<file path="config.mk">
export PLATFORM = sky130hd
export DESIGN_NAME = axis_checksum_append
export DESIGN_NICKNAME = d
export VERILOG_FILES = /design/src/rtl/axis_checksum_append.sv
export SDC_FILE = /design/constraint.sdc
export NUM_CORES = 1
export LEC_CHECK = 0
export ABC_CLOCK_PERIOD_IN_PS = 6100
export CAP_MARGIN = 20
export CORE_ASPECT_RATIO = 1.1
export CORE_MARGIN = 3
export CORE_UTILIZATION = 50
export CTS_CLUSTER_DIAMETER = 200
export DETAILED_ROUTE_END_ITERATION = 6
export GPL_TIMING_DRIVEN = 0
export MAX_ROUTING_LAYER = met4
export PLACE_DENSITY = 0.76
export SLEW_MARGIN = 40
export SYNTH_ARGS = -nofsm -noshare
export SYNTH_HDL_FRONTEND = slang
export SYNTH_SLANG_ARGS = --single-unit
</file>
<file path="constraint.sdc">
create_clock -name clk -period 6.1 [get_ports clk]
set_input_delay 1.525 -clock clk [delete_from_list [all_inputs] [get_ports clk]]
set_output_delay 1.525 -clock clk [all_outputs]
set_load 0.01 [all_outputs]
</file>
<file path="src/rtl/axis_checksum_append.sv">
// AXI-Stream pass-through that forwards 64-bit words, optionally half-swapped, and
// appends one {word count, 32-bit wrapping sum} trailer word after each packet.
module axis_checksum_append #(
    parameter int C_AXIS_DATA_WIDTH = 64,
    parameter int C_CNT_WIDTH       = 32
) (
    input  logic                         clk,
    input  logic                         rst,
    input  logic [C_AXIS_DATA_WIDTH-1:0] s_axis_tdata,
    input  logic                         s_axis_tvalid,
    output logic                         s_axis_tready,
    input  logic                         s_axis_tlast,
    output logic [C_AXIS_DATA_WIDTH-1:0] m_axis_tdata,
    output logic                         m_axis_tvalid,
    input  logic                         m_axis_tready,
    output logic                         m_axis_tlast,
    input  logic                         swap_en,
    output logic                         pkt_done,
    output logic                         busy
);

    localparam int HW = C_AXIS_DATA_WIDTH / 2;

    if (C_AXIS_DATA_WIDTH != 64) begin : g_bad_data_width
        $error("axis_checksum_append: only C_AXIS_DATA_WIDTH=64 is supported");
    end
    if (2 * C_CNT_WIDTH != C_AXIS_DATA_WIDTH) begin : g_bad_cnt_width
        $error("axis_checksum_append: 2*C_CNT_WIDTH must equal C_AXIS_DATA_WIDTH");
    end

    typedef enum logic {
        PASS    = 1'b0,
        TRAILER = 1'b1
    } state_t;

    state_t                         r_state;
    state_t                         w_state_nxt;
    logic [C_AXIS_DATA_WIDTH-1:0]   r_tdata;
    logic                           r_tvalid;
    logic                           r_tlast;
    logic [C_CNT_WIDTH-1:0]         r_cnt;
    logic [C_CNT_WIDTH-1:0]         r_sum;
    logic                           r_pkt_done;
    logic                           r_busy;

    logic                           w_slot_free;
    logic                           w_s_hs;
    logic                           w_trl_hs;
    logic [C_AXIS_DATA_WIDTH-1:0]   w_swapped;
    logic [C_CNT_WIDTH-1:0]         w_sum_nxt;

    assign w_slot_free   = !r_tvalid || m_axis_tready;
    assign s_axis_tready = !rst && (r_state == PASS) && w_slot_free;
    assign w_s_hs        = s_axis_tvalid && s_axis_tready;
    assign w_trl_hs      = r_tvalid && m_axis_tready && r_tlast;
    assign w_swapped     = {s_axis_tdata[HW-1:0], s_axis_tdata[C_AXIS_DATA_WIDTH-1:HW]};
    // Checksum always covers the unswapped input halves.
    assign w_sum_nxt     = r_sum + s_axis_tdata[C_AXIS_DATA_WIDTH-1:HW] + s_axis_tdata[HW-1:0];

    assign m_axis_tdata  = r_tdata;
    assign m_axis_tvalid = r_tvalid;
    assign m_axis_tlast  = r_tlast;
    assign pkt_done      = r_pkt_done;
    assign busy          = r_busy;

    always_ff @(posedge clk or posedge rst) begin
        if (rst) begin
            r_state <= PASS;
        end else begin
            r_state <= w_state_nxt;
        end
    end

    always_comb begin
        w_state_nxt = r_state;
        case (r_state)
            PASS:    if (w_s_hs && s_axis_tlast) w_state_nxt = TRAILER;
            TRAILER: if (w_slot_free)            w_state_nxt = PASS;
            default: w_state_nxt = PASS;
        endcase
    end

    always_ff @(posedge clk or posedge rst) begin
        if (rst) begin
            r_tdata    <= '0;
            r_tvalid   <= 1'b0;
            r_tlast    <= 1'b0;
            r_cnt      <= '0;
            r_sum      <= '0;
            r_pkt_done <= 1'b0;
            r_busy     <= 1'b0;
        end else begin
            r_pkt_done <= w_trl_hs;
            if (w_trl_hs) begin
                r_busy <= 1'b0;
            end
            case (r_state)
                PASS: begin
                    if (w_s_hs) begin
                        r_tdata  <= swap_en ? w_swapped : s_axis_tdata;
                        r_tvalid <= 1'b1;
                        r_tlast  <= 1'b0;
                        r_cnt    <= r_cnt + 1'b1;
                        r_sum    <= w_sum_nxt;
                        r_busy   <= 1'b1;
                    end else if (w_slot_free) begin
                        r_tvalid <= 1'b0;
                    end
                end
                TRAILER: begin
                    // Counters already include the last data word, loaded on its accept.
                    if (w_slot_free) begin
                        r_tdata  <= {r_cnt, r_sum};
                        r_tvalid <= 1'b1;
                        r_tlast  <= 1'b1;
                        r_cnt    <= '0;
                        r_sum    <= '0;
                    end
                end
                default: ;
            endcase
        end
    end

endmodule
</file>
==> impl_metrics.env, run 1 <==
export IMPL_clk_pin_slew_ns=0.06
export IMPL_grt_pass1_vias=7702
export IMPL_ios=139
export IMPL_dieArea_um2=18600
export IMPL_p_leak_nw=4.87
export IMPL_dp_hpwl_um=19600
export IMPL_wl_met1_um=10500
export IMPL_viasPerCell=5.79
export IMPL_antenna_found_initial=0
export IMPL_die_w_um=130
export IMPL_critPathMaxFanout=5
export IMPL_synth_edf_count=0
export IMPL_arrival_ns=5.45
export IMPL_synth_area_um2=8500
export IMPL_worstMarginPinSlew_ns=0.868
export IMPL_initial_core_util_pct=51.5
export IMPL_drv_slew=0
export IMPL_vdd_drop_max_mv=0.241
export IMPL_wl_per_cell_um=19.2
export IMPL_vias=7641
export IMPL_cts_tree="built"
export IMPL_nets=1235
export IMPL_drc=0
export IMPL_first_pass_iters=6
export IMPL_synth_cells=940
export IMPL_maxUsedRoutingLayer="met4"
export IMPL_rsz0062_at_grt="no"
export IMPL_gp_congestion=0.904
export IMPL_clk_path_buf_depth=2
export IMPL_cp_required_ns=6.46
export IMPL_end_kind="flop"
export IMPL_worst_setup_path_type="in -> reg"
export IMPL_portBuffers=137
export IMPL_grt_pass1_wl_um=40800
export IMPL_final_util_pct=65.6
export IMPL_die_height_um=143
export IMPL_hold_path_class="reg -> reg"
export IMPL_wl_met2_um=12800
export IMPL_min_period_over_period_pct=83.4
export IMPL_fin_skew_ns=0.00820
export IMPL_grt_start_max_net_pins=25
export IMPL_diodes=0
export IMPL_power_density_nw_per_um2=401
export IMPL_finalSetupViolCount=0
export IMPL_synth_distinct_cells=43
export IMPL_postCtsResizedCells=0
export IMPL_synth_seq_cells=133
export IMPL_postCtsHoldBufs=0
export IMPL_synth_main_ff_cell="dfrtp_1"
export IMPL_routed_wl_met3_um=1550
export IMPL_post_cts_buffers=0
export IMPL_drive_gt1_share_pct=3.95
export IMPL_period_minus_slack_ns=5.09
export IMPL_synth_area_per_cell_um2=9.04
export IMPL_yosysSeqAreaShare_pct=39.2
export IMPL_grt_use_total_pct=29.1
export IMPL_yosysWarnings=0
export IMPL_core_rowCount=49
export IMPL_numCtsBuffers=17
export IMPL_drt_iter0_drc=575
export IMPL_synth_nets=1073
export IMPL_insertion_delay_ns=0.43
export IMPL_htreeDepth=4
export IMPL_hold_viol=0
export IMPL_drt_total_wl_um=25300
export IMPL_grt_ovfl_total=0
export IMPL_fin_setup_tns_ns=0
export IMPL_area_delta_synth_final_pct=27.4
export IMPL_core_um2=16500
export IMPL_clkSinkCount=133
export IMPL_ant_nets=0
export IMPL_status="finished, final reports clean"
export IMPL_max_freq_mhz=197
export IMPL_cts_root_buf="clkbuf_16"
export IMPL_setup_ws_ns=1.01
export IMPL_pre_cts_slack_ns=0.602
export IMPL_maxSlewHeadroom_pct=42.1
export IMPL_maxCapViolCount=0
export IMPL_worst_setup_path_start_kind="input pin"
export IMPL_final_cell_mix="clkdlybuf4s50_1 (137), dfrtp_1 (133), nand2_1 (123)"
export IMPL_final_common_cell="clkdlybuf4s50_1"
export IMPL_async_flop_share_pct=100
==> metal layers <==
| metal | track usage, % | vias to the layer above |
|---|---|---|
| met4 | 7.66 | 0 |
| li1 | - | 3619 |
| met1 | 37.4 | 3721 |
| met5 | - | - |
| met3 | 4.56 | 35 |
| met2 | 48.0 | 266 |
==> sequential cells by signal, summed over array words and instances, names as in the netlist <==
name and flops:
busy 1, m_axis_tdata 64, m_axis_tlast 1, m_axis_tvalid 1, pkt_done 1, r_cnt 32
r_state 1, r_sum 32
==> report_power, final <==
part           internal (mW)  switching (mW)  total (mW)
clock                  0.560           0.409       0.969
combinational          0.963            1.11        2.08
sequential              1.11           0.188        1.30
total                   2.63            1.71        4.34
==> synth_stat cells (3+ instances only) <==
cell type  instances  share of area [%]
dfrtp_1          133                 39
nand2_1          123                5.4
o21ai_0          109                6.4
nor2_1           104                4.6
a21oi_1           93                5.5
mux2i_1           65                7.7
clkbuf_1          50                2.2
nand3_1           40                2.4
fa_1              32                7.5
xor2_1            32                3.3
ha_1              31                4.6
xnor2_1           17                1.8
a21o_1            15                1.3
nand4_1           10               0.74
a211oi_1           8               0.71
nor3_1             8               0.47
inv_1              7               0.31
o21a_1             7               0.62
and3_1             6               0.44
or3_1              6               0.44
and4_1             5               0.52
nor2b_1            5               0.37
o211ai_1           5               0.44
o31ai_1            4               0.35
nand2b_1           3               0.22
==> logic make-up (layout without fill, tap and decap cells) <==
group	after synthesis	after routing	share of synthesized area, %
buf+inv	58	233	2.65
mux	65	65	7.66
flops	133	133	39.2
xor+xnor	49	49	5.05
simple gates	315	315	16.0
compound gates	257	257	17.4
fa+ha+maj	63	63	12.1
==> final timing paths <==
kind                       slack (ns)  cells past startpoint             start          endpoint
setup / recovery                 1.01                     13   s_axis_tdata[1]         r_sum[29]
hold / removal                   0.48                      2  m_axis_tdata[40]  m_axis_tdata[40]
setup reg to reg                 2.26                     12          r_sum[1]         r_sum[29]
hold reg to reg                  0.48                      2  m_axis_tdata[40]  m_axis_tdata[40]
max in group asynchronous        3.63                      6               rst         r_sum[22]
min in group asynchronous        1.49                      2               rst  m_axis_tdata[44]
==> critical path, stage by stage <==
cell and delay, ns:
clkdlybuf4s50_1 0.50, fa_1 0.51, ha_1 0.24, fa_1 0.44, a211oi_2 0.25, nor2_1 0.11, o31a_1 0.31, a31o_2 0.28
a221oi_4 0.35, a211oi_4 0.15, o21a_1 0.23, or4_1 0.47, nand3_1 0.09
==> area by class of cell <==
type	instances	area, µm²
plain buffers	51	200
repair buffers	143	1520
inverters	7	30.0
well taps	204	255
multi-input cells	749	4940
clock buffers	20	437
flip-flops and latches	133	3330
fillers	1330	5670
clock inverters	12	108
==> metrics by stage <==
| stage | hold WS [ns] | instance area (µm²) | std cells | power (mW) |
|---|---|---|---|---|
| final | 0.478 | 10800 | 1319 | 4.34 |
| after global routing | 0.505 | 10800 | 1319 | 4.66 |
| after CTS | 0.482 | 10800 | 1319 | 4.34 |
| after detailed placement | 0.470 | 10300 | 1287 | 3.37 |
| after global placement | 0.461 | 10100 | 1281 | 3.33 |
| after floorplan | 0.449 | 8500 | 940 | 2.65 |
(Power assumes the default switching activity.)
==> run 2, diff against run 1 <==
ABC_CLOCK_PERIOD_IN_PS = 4600   (was 6100)
CORE_UTILIZATION = 49   (was 50)
PLACE_DENSITY = 0.77   (was 0.76)
clock period = 4.6 ns   (was 6.1 ns; I/O delays follow)
==> run 2 against run 1 <==
Net effect:
- clock skew is 0.0020 ns lower
- global-route usage shrank 0.54 points
- utilization rose by 0.63 points
- via count grew 2.4%
- critical path type unchanged
- critical endpoint unchanged
==> impl_metrics.env, run 2 (synthesis results as in run 1) <==
export IMPL_grt_start_max_net_pins=25
export IMPL_worst_setup_path_start_kind="input pin"
export IMPL_use_met3_pct=5.36
export IMPL_vias=7826
export IMPL_max_freq_mhz=226
export IMPL_rrSetupSlack_ns=0.95
export IMPL_critPathMaxFanout=4
export IMPL_die_height_um=144
export IMPL_diodes=0
export IMPL_finalSetupViolCount=0
export IMPL_die_w_um=132
export IMPL_multi_input_area_um2=4980
export IMPL_initial_core_util_pct=51.0
export IMPL_maxSlewHeadroom_pct=40.7
export IMPL_worstMarginPinSlew_ns=0.890
export IMPL_clk_path_buf_depth=2
export IMPL_use_met2_pct=48.6
export IMPL_grt_busiest_layer="met2"
export IMPL_grt_ovfl_total=0
export IMPL_power_density_nw_per_um2=543
export IMPL_hold_path_class="reg -> reg"
export IMPL_final_common_cell="clkdlybuf4s50_1"
export IMPL_slowest_delay_ns=0.47
export IMPL_postCtsHoldBufs=0
export IMPL_clkSinkCount=133
export IMPL_maxCapViolCount=0
export IMPL_drv_slew=0
export IMPL_arrival_ns=4.78
export IMPL_drc=0
export IMPL_p_leak_nw=4.97
export IMPL_grt_pass1_wl_um=41700
export IMPL_regArea_um2=3330
export IMPL_fin_skew_ns=0.00624
export IMPL_fin_setup_tns_ns=0
export IMPL_met1_usage_pct=34.5
export IMPL_period_minus_slack_ns=4.42
export IMPL_largest_reg_flops=64
export IMPL_portBuffers=137
export IMPL_dp_hpwl_um=19700
export IMPL_end_kind="flop"
export IMPL_cp_top_family="compound AO/OA/AOI/OAI gates"
export IMPL_ios=139
export IMPL_cts_root_buf="clkbuf_16"
export IMPL_worst_setup_path_type="in -> reg"
export IMPL_grt_pass1_vias=7908
export IMPL_instances_no_fill=1350
export IMPL_grt_use_total_pct=28.5
export IMPL_crit_buf_inv=1
export IMPL_drt_iter0_drc=576
export IMPL_p_total_mw=6.00
export IMPL_holdWs_ns=0.475
export IMPL_hold_viol=0
export IMPL_cts_tree="built"
export IMPL_status="finished, final reports clean"
export IMPL_clk_pin_slew_ns=0.06
export IMPL_insertion_delay_ns=0.43
export IMPL_final_cell_mix="clkdlybuf4s50_1 (135), dfrtp_1 (133), nand2_1 (122)"
export IMPL_core_rowCount=49
export IMPL_dieArea_um2=19000
export IMPL_dp_cells=1312
export IMPL_min_period_over_period_pct=96.0
export IMPL_nets=1241
export IMPL_antenna_found_initial=0
export IMPL_viasPerCell=5.80
export IMPL_wl_per_cell_um=19.2
export IMPL_rsz0062_at_grt="no"
export IMPL_core_um2=16700
export IMPL_vdd_drop_max_mv=0.301
export IMPL_gp_congestion=0.932
export IMPL_drt_total_wl_um=25900
export IMPL_htreeDepth=4
export IMPL_ant_nets=0
export IMPL_cp_required_ns=4.96
export IMPL_area_delta_synth_final_pct=30.0
export IMPL_drive_gt1_share_pct=5.71
export IMPL_first_pass_iters=5
export IMPL_cp_cell_sequence="clkdlybuf4s50_1 > fa_1 > ha_1 > fa_2 > a211oi_2 > nor2_1 > o31a_1 > a31o_2 > a221oi_4 > a211oi_4 > o21a_1 > or4_1 > nand3_1"
export IMPL_slowest_stage="clkdlybuf4s50_1"
export IMPL_fillers=1361
export IMPL_numCtsBuffers=17
[run 2: changes by cell type in the layout (fill, tap and decap cells not counted), moves of 3 or more]
cell | before | now
buf_4 | 0 | 6
clkbuf_1 | 52 | 47
clkbuf_8 | 0 | 5
clkinv_2 | 4 | 1
nand3_1 | 40 | 35
nand3_2 | 0 | 5
[run 2: final timing paths]
| kind | start | to | cells past startpoint |
|---|---|---|---|
| worst max-delay path | s_axis_tdata[0] | r_sum[29] | 13 |
| worst min-delay path | m_axis_tdata[50] | m_axis_tdata[50] | 2 |
| worst max register to register | r_sum[1] | r_sum[29] | 12 |
| worst min register to register | m_axis_tdata[50] | m_axis_tdata[50] | 2 |
| max in group asynchronous | rst | m_axis_tdata[26] | 5 |
| min in group asynchronous | rst | m_axis_tdata[3] | 2 |
[run 2: area by class of cell]
type	instances	area share, %
timing repair buffer	149	14.3
multi-input combinational	749	45.1
tap	229	2.59
inverter	7	0.272
buffer	51	1.93
sequential	133	30.1
clock inverter	10	1.30
clock buffer	22	4.38
[run 2: layer usage]
layer | share of wire, % | vias up
li1 | - | 3625
met1 | 40 | 3847
met2 | 51 | 306
met3 | 6.5 | 48
met4 | 2.4 | 0
met5 | 0 | -
[run 2: repair_timing]
item / in CTS / in global routing
pin swaps: 1 / 3
cloned: 0 / 0
hold endpoints to repair: 0 / 0
buffers inserted: 1 / 5
gates resized for setup: 0 / 3
setup endpoints to repair: 1 / 3
[run 2: worst register-to-register path, delay by kind of cell (launching register included)]
family | cells | cell delay [ns]
flops | 1 | 0.41
simple gates | 3 | 0.65
compound gates | 6 | 1.46
fa+ha+maj | 3 | 1.07
[run 2: where the power goes]
group          total [mW]  switching (mW)  internal (mW)  leakage, nW
Combinational        2.82            1.51           1.31         2.95
Clock                1.45           0.541          0.914        0.299
Sequential           1.72           0.251           1.47         1.71
[run 2: metrics by stage]
stage / setup slack (ns) / cell area [µm²] / utilization, %
5_1_grt: 0.00324 / 11000 / 66.3
6_report: 0.185 / 11000 / 66.3
3_3_place_gp: -2.21 / 10200 / 61.2
3_5_place_dp: -0.449 / 10400 / 62.2
4_1_cts: 0.0301 / 11000 / 66.0
2_1_floorplan: -0.163 / 8550 / -
